===== config.mk =====
export PLATFORM = sky130hd
export DESIGN_NAME = t07_mc_control_fsm
export DESIGN_NICKNAME = d
export VERILOG_FILES = /design/src/rtl/t07_mc_control_fsm.sv
export SDC_FILE = /design/constraint.sdc
export NUM_CORES = 1
export LEC_CHECK = 0
export ABC_CLOCK_PERIOD_IN_PS = 3110
export BUFFER_PORTS_ARGS = -buffer_cell sky130_fd_sc_hd__buf_2
export CORE_MARGIN = 10
export CORE_UTILIZATION = 25
export CTS_CLUSTER_DIAMETER = 100
export CTS_CLUSTER_SIZE = 30
export DETAILED_ROUTE_END_ITERATION = 7
export GPL_TIMING_DRIVEN = 1
export PLACE_DENSITY = 0.49
export SLEW_MARGIN = 40
export SYNTH_ARGS = -nofsm -noshare
export SYNTH_HDL_FRONTEND = slang
export SYNTH_SLANG_ARGS = --single-unit

===== constraint.sdc =====
create_clock -name clk -period 3.11 [get_ports clk]
set_clock_uncertainty 0.1 [all_clocks]
set_input_delay 0.622 -clock clk [delete_from_list [all_inputs] [get_ports clk]]
set_output_delay 0.622 -clock clk [all_outputs]
set_load 0.01 [all_outputs]

===== src/rtl/t07_mc_control_fsm.sv =====
// Multi-cycle RV32I/F control FSM: latches instr into IR, steps FETCH/DECODE/EXEC/MEM/FPUW/WB, Moore outputs only.
// Latency 4 cycles + fetch/mem/FPU wait; stalls on mem_ack/fpu_done, traps on wait timeout or illegal encoding.
module t07_mc_control_fsm #(
    parameter int unsigned EN_FPU    = 1,
    parameter int unsigned TIMEOUT_W = 8,
    parameter logic [31:0] NOP_INSTR = 32'h0000_0013
) (
    input  logic        clk,
    input  logic        nrst,
    input  logic [31:0] instr,
    input  logic        instr_valid,
    input  logic        mem_ack,
    input  logic        fpu_done,
    input  logic        trap_clr,
    output logic        fetch_req,
    output logic        pc_en,
    output logic [3:0]  ALUOp,
    output logic        ALUSrc,
    output logic        branch,
    output logic        jump,
    output logic        memRead,
    output logic        memWrite,
    output logic [3:0]  memOp,
    output logic        memSrc,
    output logic [2:0]  regWriteSrc,
    output logic        regWrite,
    output logic        FPUWrite,
    output logic        fpu_start,
    output logic [4:0]  FPUOp,
    output logic [2:0]  FPURnd,
    output logic [4:0]  rs3,
    output logic        invalid_Op,
    output logic        timeout_err,
    output logic [2:0]  state
);
    typedef enum logic [2:0] {
        ST_FETCH = 3'd0, ST_DECODE = 3'd1, ST_EXEC = 3'd2, ST_MEM = 3'd3,
        ST_FPUW  = 3'd4, ST_WB     = 3'd5, ST_TRAP = 3'd6
    } state_t;

    localparam logic [TIMEOUT_W-1:0] CNT_LAST = {TIMEOUT_W{1'b1}} - 1'b1;
    localparam logic FPU_ON = (EN_FPU != 0);

    state_t                state_q, state_d;
    logic [31:0]           ir_q, ir_d;
    logic [TIMEOUT_W-1:0]  cnt_q, cnt_d;
    logic                  timeout_err_q, timeout_err_d;

    logic [6:0] opc, f7;
    logic [2:0] f3;
    logic [4:0] rs2;
    logic       alt;
    logic       dec_ok, dec_mem, dec_fp, dec_alu_src, dec_branch, dec_jump;
    logic       dec_mem_rd, dec_mem_wr, dec_mem_src, dec_reg_wr, dec_fpu_wr;
    logic [3:0] dec_alu_op, dec_mem_op, alu_map;
    logic [2:0] dec_wsrc, dec_fpu_rnd;
    logic [4:0] dec_fpu_op;
    logic       unused_ir;

    assign opc = ir_q[6:0];
    assign f3  = ir_q[14:12];
    assign rs2 = ir_q[24:20];
    assign f7  = ir_q[31:25];
    assign unused_ir = ^{ir_q[19:15], ir_q[11:7]};
    // funct7[5] selects sub/sra; for OP-IMM funct3=0 it is immediate data, not an alternate op
    assign alt = f7[5] && ((opc == 7'b0110011) || (f3 == 3'd5));

    always_comb begin
        case (f3)
            3'd0:    alu_map = alt ? 4'd8 : 4'd0;
            3'd1:    alu_map = 4'd3;
            3'd2:    alu_map = 4'd4;
            3'd3:    alu_map = 4'd5;
            3'd4:    alu_map = 4'd9;
            3'd5:    alu_map = alt ? 4'd6 : 4'd7;
            3'd6:    alu_map = 4'd2;
            default: alu_map = 4'd1;
        endcase
    end

    always_comb begin
        dec_ok = 1'b0;  dec_mem = 1'b0;  dec_fp = 1'b0;
        dec_alu_op = 4'd10;  dec_alu_src = 1'b0;  dec_branch = 1'b0;  dec_jump = 1'b0;
        dec_mem_rd = 1'b0;  dec_mem_wr = 1'b0;  dec_mem_op = 4'd0;  dec_mem_src = 1'b0;
        dec_wsrc = 3'b000;  dec_reg_wr = 1'b0;  dec_fpu_wr = 1'b0;
        dec_fpu_op = 5'd0;  dec_fpu_rnd = 3'd0;
        case (opc)
            7'b0110111: begin dec_ok = 1'b1; dec_reg_wr = 1'b1; dec_wsrc = 3'b100; end
            7'b0010111: begin
                dec_ok = 1'b1; dec_alu_op = 4'd0; dec_alu_src = 1'b1;
                dec_reg_wr = 1'b1; dec_wsrc = 3'b010;
            end
            7'b1101111: begin dec_ok = 1'b1; dec_jump = 1'b1; dec_reg_wr = 1'b1; end
            7'b1100111: begin
                dec_ok = (f3 == 3'd0); dec_jump = 1'b1; dec_alu_op = 4'd0;
                dec_alu_src = 1'b1; dec_reg_wr = 1'b1;
            end
            7'b1100011: begin
                dec_ok = (f3 != 3'd2) && (f3 != 3'd3); dec_branch = 1'b1;
                dec_alu_op = f3[2] ? (f3[1] ? 4'd5 : 4'd4) : 4'd8;
            end
            7'b0000011: begin
                dec_ok = (f3 <= 3'd2) || (f3 == 3'd4) || (f3 == 3'd5);
                dec_mem = 1'b1; dec_mem_rd = 1'b1; dec_alu_op = 4'd0; dec_alu_src = 1'b1;
                dec_mem_op = f3[2] ? {1'b0, f3} : {1'b0, f3} + 4'd1;
                dec_reg_wr = 1'b1; dec_wsrc = 3'b001;
            end
            7'b0100011: begin
                dec_ok = (f3 <= 3'd2); dec_mem = 1'b1; dec_mem_wr = 1'b1;
                dec_alu_op = 4'd0; dec_alu_src = 1'b1; dec_mem_op = 4'd6 + {1'b0, f3};
            end
            7'b0010011: begin
                dec_ok = (f3 == 3'd1) ? (f7 == 7'h00) :
                         (f3 == 3'd5) ? ((f7 == 7'h00) || (f7 == 7'h20)) : 1'b1;
                dec_alu_op = alu_map; dec_alu_src = 1'b1; dec_reg_wr = 1'b1; dec_wsrc = 3'b010;
            end
            7'b0110011: begin
                dec_ok = (f7 == 7'h00) || ((f7 == 7'h20) && ((f3 == 3'd0) || (f3 == 3'd5)));
                dec_alu_op = alu_map; dec_reg_wr = 1'b1; dec_wsrc = 3'b010;
            end
            7'b0000111: begin
                dec_ok = FPU_ON && (f3 == 3'd2); dec_mem = 1'b1; dec_mem_rd = 1'b1;
                dec_mem_op = 4'd3; dec_mem_src = 1'b1; dec_alu_op = 4'd0; dec_alu_src = 1'b1;
                dec_fpu_wr = 1'b1; dec_wsrc = 3'b001; dec_fpu_op = 5'd1;
            end
            7'b0100111: begin
                dec_ok = FPU_ON && (f3 == 3'd2); dec_mem = 1'b1; dec_mem_wr = 1'b1;
                dec_mem_op = 4'd8; dec_mem_src = 1'b1; dec_alu_op = 4'd0; dec_alu_src = 1'b1;
                dec_fpu_op = 5'd2;
            end
            7'b1000011, 7'b1000111, 7'b1001011, 7'b1001111: begin
                dec_ok = FPU_ON && (f7[1:0] == 2'b00); dec_fp = 1'b1; dec_fpu_wr = 1'b1;
                dec_wsrc = 3'b011; dec_fpu_op = 5'd3 + {3'b000, opc[3:2]};
            end
            7'b1010011: begin
                dec_fp = 1'b1; dec_wsrc = 3'b011; dec_fpu_wr = 1'b1;
                case (f7)
                    7'h00: begin dec_ok = FPU_ON; dec_fpu_op = 5'd7;  end
                    7'h04: begin dec_ok = FPU_ON; dec_fpu_op = 5'd8;  end
                    7'h08: begin dec_ok = FPU_ON; dec_fpu_op = 5'd9;  end
                    7'h0C: begin dec_ok = FPU_ON; dec_fpu_op = 5'd10; end
                    7'h2C: begin dec_ok = FPU_ON && (rs2 == 5'd0); dec_fpu_op = 5'd11; end
                    7'h10: begin
                        dec_ok = FPU_ON && (f3 <= 3'd2); dec_fpu_op = 5'd12 + {2'b00, f3};
                        dec_fpu_rnd = f3;
                    end
                    7'h14: begin
                        dec_ok = FPU_ON && (f3 <= 3'd1); dec_fpu_op = 5'd15 + {2'b00, f3};
                        dec_fpu_rnd = f3;
                    end
                    7'h60: begin
                        dec_ok = FPU_ON && (rs2[4:1] == 4'd0); dec_fpu_op = 5'd17 + {4'd0, rs2[0]};
                        dec_fpu_wr = 1'b0; dec_reg_wr = 1'b1;
                    end
                    7'h70: begin
                        dec_ok = FPU_ON && (f3 <= 3'd1) && (rs2 == 5'd0);
                        dec_fpu_op = f3[0] ? 5'd23 : 5'd19; dec_fpu_rnd = f3;
                        dec_fpu_wr = 1'b0; dec_reg_wr = 1'b1;
                    end
                    7'h50: begin
                        dec_ok = FPU_ON && (f3 <= 3'd2); dec_fpu_op = 5'd22 - {2'b00, f3};
                        dec_fpu_rnd = f3; dec_fpu_wr = 1'b0; dec_reg_wr = 1'b1;
                    end
                    7'h68: begin dec_ok = FPU_ON && (rs2[4:1] == 4'd0); dec_fpu_op = 5'd24 + {4'd0, rs2[0]}; end
                    7'h78: begin dec_ok = FPU_ON && (f3 == 3'd0) && (rs2 == 5'd0); dec_fpu_op = 5'd26; end
                    default: dec_ok = 1'b0;
                endcase
            end
            default: dec_ok = 1'b0;
        endcase
    end

    always_comb begin
        state_d       = state_q;
        ir_d          = ir_q;
        cnt_d         = '0;
        timeout_err_d = timeout_err_q;
        case (state_q)
            ST_FETCH: if (instr_valid) begin ir_d = instr; state_d = ST_DECODE; end
            ST_DECODE: state_d = dec_ok ? ST_EXEC : ST_TRAP;
            ST_EXEC:   state_d = dec_mem ? ST_MEM : (dec_fp ? ST_FPUW : ST_WB);
            ST_MEM, ST_FPUW: begin
                // completion beats timeout when both land on the same cycle
                if ((state_q == ST_MEM) ? mem_ack : fpu_done) begin
                    state_d = ST_WB;
                end else if (cnt_q == CNT_LAST) begin
                    state_d = ST_TRAP; timeout_err_d = 1'b1;
                end else begin
                    cnt_d = cnt_q + 1'b1;
                end
            end
            ST_WB:   state_d = ST_FETCH;
            ST_TRAP: if (trap_clr) begin state_d = ST_FETCH; timeout_err_d = 1'b0; end
            default: state_d = ST_FETCH;
        endcase
    end

    always_ff @(posedge clk or negedge nrst) begin
        if (!nrst) begin
            state_q       <= ST_FETCH;
            ir_q          <= NOP_INSTR;
            cnt_q         <= '0;
            timeout_err_q <= 1'b0;
        end else begin
            state_q       <= state_d;
            ir_q          <= ir_d;
            cnt_q         <= cnt_d;
            timeout_err_q <= timeout_err_d;
        end
    end

    always_comb begin
        logic in_ex, in_wb, in_mem, in_fp;
        in_ex  = (state_q == ST_EXEC) || (state_q == ST_MEM) || (state_q == ST_FPUW) || (state_q == ST_WB);
        in_wb  = (state_q == ST_WB);
        in_mem = (state_q == ST_MEM);
        in_fp  = ((state_q == ST_EXEC) || (state_q == ST_FPUW)) && dec_fp;
        fetch_req   = (state_q == ST_FETCH);
        pc_en       = in_wb;
        ALUOp       = in_ex ? dec_alu_op : 4'd10;
        ALUSrc      = in_ex && dec_alu_src;
        branch      = in_wb && dec_branch;
        jump        = in_wb && dec_jump;
        memRead     = in_mem && dec_mem_rd;
        memWrite    = in_mem && dec_mem_wr;
        memOp       = in_mem ? dec_mem_op : 4'd0;
        memSrc      = (in_mem || in_wb) && dec_mem_src;
        regWriteSrc = in_wb ? dec_wsrc : 3'b000;
        regWrite    = in_wb && dec_reg_wr;
        FPUWrite    = in_wb && dec_fpu_wr;
        fpu_start   = (state_q == ST_EXEC) && dec_fp;
        FPUOp       = in_fp ? dec_fpu_op : 5'd0;
        FPURnd      = in_fp ? dec_fpu_rnd : 3'd0;
        rs3         = in_fp ? ir_q[31:27] : 5'd0;
        invalid_Op  = (state_q == ST_TRAP) && !timeout_err_q;
        timeout_err = timeout_err_q;
        state       = state_q;
    end
endmodule

==> results_dict.tcl <==
set metrics [dict create \
    start_util 0.2573 \
    cap_violations 0 \
    cts_hold_buf 0 \
    grt.total_usage 0.1227 \
    io_pins 78 \
    firstDrtPassIters 4 \
    clk_latency_ns 0.29 \
    crit_chain "inv_4, ha_4, nor4_2, or4_1, and2_4, or2_4, o31ai_4, buf_2" \
    fin_crit_sh 0.9757 \
    cp_num_buf_inv 2 \
    diodes 0 \
    gp_congestion 0.8624 \
    num_rows 39 \
    cts_tree "done" \
    hold_class "in2async" \
    synth_seq_cells 34 \
    synth_edf_count 0 \
    pre_cts_ws_ns 0.09489 \
    worstSetupStartpointType "flip-flop" \
    slew_violations 0 \
    place_area_um2 3597 \
    grt_pass1_wl_um 16590 \
    syn-cell-area_um2 2963 \
    slowest_stage "dfrtp_2" \
    cp-end-kind "output port" \
    setup_violations 0 \
    worstMarginPinSlew_ns 0.6433 \
    portBuffers 67 \
    overflow 0 \
    cp_top_family "simple AND/OR/NAND/NOR gates" \
    postLayoutCellArea_um2 3876 \
    root_buffer "clkbuf_16" \
    htreeDepth 2 \
    place_inst 584 \
    powerDensity_nw_per_um2 879.2 \
    cts_made_buffers 5 \
    p_leak_nw 1.615 \
    worst_slack_ns 0.07558 \
    cp.required_ns 2.39 \
    dieArea_um2 16610 \
    critPathMaxStageDelay_ns 0.45 \
    clk_path_buf_depth 2 \
    grt_start_max_net_pins 35 \
    routed_wl_um 10220 \
    synth_top_area_frac 0.2618 \
    postSynthNetCount 428 \
    drc 0 \
    synthTopCellsByArea "dfrtp_1 26%, ha_1 7.6%, mux2_2 5.7%" \
    tns_ns 0 \
    drtAntennaViolNets 0 \
    crit_arrival_ns 2.31 \
    status "finished, final reports clean" \
    clock.fmax_ghz 0.3296 \
    drt_iter0_drc 257 \
    grt_pass1_vias 3126 \
    ys_seq_area_frac 0.2884 \
    cts_sinks 34 \
    nFillCells 1252 \
    dpl.hpwl_um 7953 \
    rsz0062_at_grt "true" \
    syn-instance-count 372 \
    slew_headroom 0.5601 \
    vias 3127 \
    fp.coreArea_um2 11520 \
    syn_avg_cell_area_um2 7.965 \
    wire_per_inst_um 17.18 \
    antenna_found_initial 0 \
    yosysTopAreaCell "dfrtp_1" \
    syn2layout_area_growth_pct 30.83 \
    worstSetupPathType "reg2out" \
    clkTransAtPathRegs_ns 0.06 \
    ys_types 63 \
    power.total_mw 3.408 \
    die_h_um 128.9 \
    final_net_count 507 \
    critPathMaxFanout 5 \
    final-hold-violation-count 0 \
    finalNonFillerCells 595 \
    yosysWarnings 0 \
    ir_worst_vdd_uv 288.7 \
    via_per_inst 5.255 \
    synthFlopType "dfrtp_1" \
    synthArstFlopShare 1.000 \
    die_w_um 128.9 \
    drive_above_1_share 0.3296 \
    layout_min_cycle_time_ns 3.034 \
]
-- worst paths after layout --
| check | from | to | slack (ns) | depth (start not counted) |
|---|---|---|---|---|
| max | ir_q[2] | FPUOp[0] | 0.08 | 8 |
| min | nrst | cnt_q[2] | 0.18 | 1 |
| max reg2reg | ir_q[13] | state[2] | 0.53 | 8 |
| min reg2reg | cnt_q[0] | cnt_q[0] | 0.39 | 1 |
| max in group asynchronous | nrst | ir_q[4] | 2.38 | 1 |
| min in group clk | cnt_q[0] | cnt_q[0] | 0.39 | 1 |
-- layer usage --
metal  routed length, um  part of all wire  global-route usage  up-vias
li1                    -                 -                   -     1522
met1                4880              0.48              0.1670     1501
met2                4542              0.44              0.1836       96
met3                 636             0.062             0.02834        8
met4                 160             0.016             0.04816        0
met5                   0                 0                   0        -
-- flip-flops by register name (all words and copies together) (netlist names) --
register / flops
state: 3
cnt_q: 8
timeout_err: 1
ir_q: 22
-- stage by stage --
| stage | hold slack [ns] | utilization |
|---|---|---|
| 5_1_grt | 0.2243 | 0.3366 |
| 6_report | 0.1832 | 0.3366 |
| 2_1_floorplan | 0.2264 | - |
| 3_3_place_gp | 0.3725 | 0.3118 |
| 4_1_cts | 0.3537 | 0.3311 |
| 3_5_place_dp | 0.3844 | 0.3124 |
-- placed cells by master (no fill, tap or decap), types with 5 or more instances in the layout --
cell type,count
a21oi_1,17
a31oi_1,6
and2_1,5
buf_2,66
buf_4,33
clkbuf_16,5
dfrtp_1,30
ha_1,15
inv_1,14
mux2_2,15
nand2_1,29
nand2b_1,5
nand3_1,11
nor2_1,28
nor2b_1,8
nor3_1,8
nor4_1,7
o21ai_0,31
o22ai_1,5
or3_1,11
or4_1,5
-- Yosys cell counts, drive strengths merged, types with 2 or more instances --
| cell type | count |
|---|---|
| xor2 | 2 |
| a211o | 2 |
| o31ai | 2 |
| o21bai | 3 |
| a2111oi | 4 |
| clkbuf | 25 |
| dfrtp | 31 |
| ha | 18 |
| mux2i | 2 |
| nand2 | 29 |
| a221oi | 2 |
| or2 | 4 |
| buf | 2 |
| or4 | 6 |
| a21o | 4 |
| a21oi | 19 |
| nor2b | 8 |
| o22ai | 6 |
| a32oi | 2 |
| nor2 | 30 |
| o21a | 4 |
| dfstp | 3 |
| mux2 | 15 |
| a41oi | 3 |
| nand3b | 3 |
| nand4b | 3 |
| nor3 | 8 |
| and2 | 6 |
| or3 | 12 |
| nand2b | 5 |
| nor4 | 8 |
| a21boi | 6 |
| xnor2 | 3 |
| o21ai | 32 |
| inv | 18 |
| a31oi | 7 |
| nand3 | 12 |
| nand4 | 3 |
| o31a | 3 |
-- kinds of logic after synthesis --
logic type / synth area share
xor+xnor: 0.01478
mux: 0.06377
buf+inv: 0.05786
simple gates: 0.2513
compound gates: 0.2445
flops: 0.2884
fa+ha+maj: 0.07939
-- layout make-up --
type,count,area (um^2),area share
multi-input combinational,293,2046,0.5278
sequential,34,855.8,0.2208
timing repair buffer,99,578.1,0.1491
tap,143,178.9,0.04616
clock buffer,7,142.6,0.03680
inverter,18,70.07,0.01808
clock inverter,1,5.005,0.001291
-- power breakdown --
| group | leakage, nW | internal (mW) | switching, mW |
|---|---|---|---|
| registers | 0.420 | 0.633 | 0.198 |
| clock network | 0.0739 | 0.317 | 0.188 |
| logic | 1.12 | 0.863 | 1.21 |
-- repair_timing --
action	CTS	global route
hold endpoints to repair	0	0
setup buffers	3	0
setup endpoints to repair	16	12
pin swaps	1	1
gates resized for setup	12	11
Power figures use the tool's default switching activity.
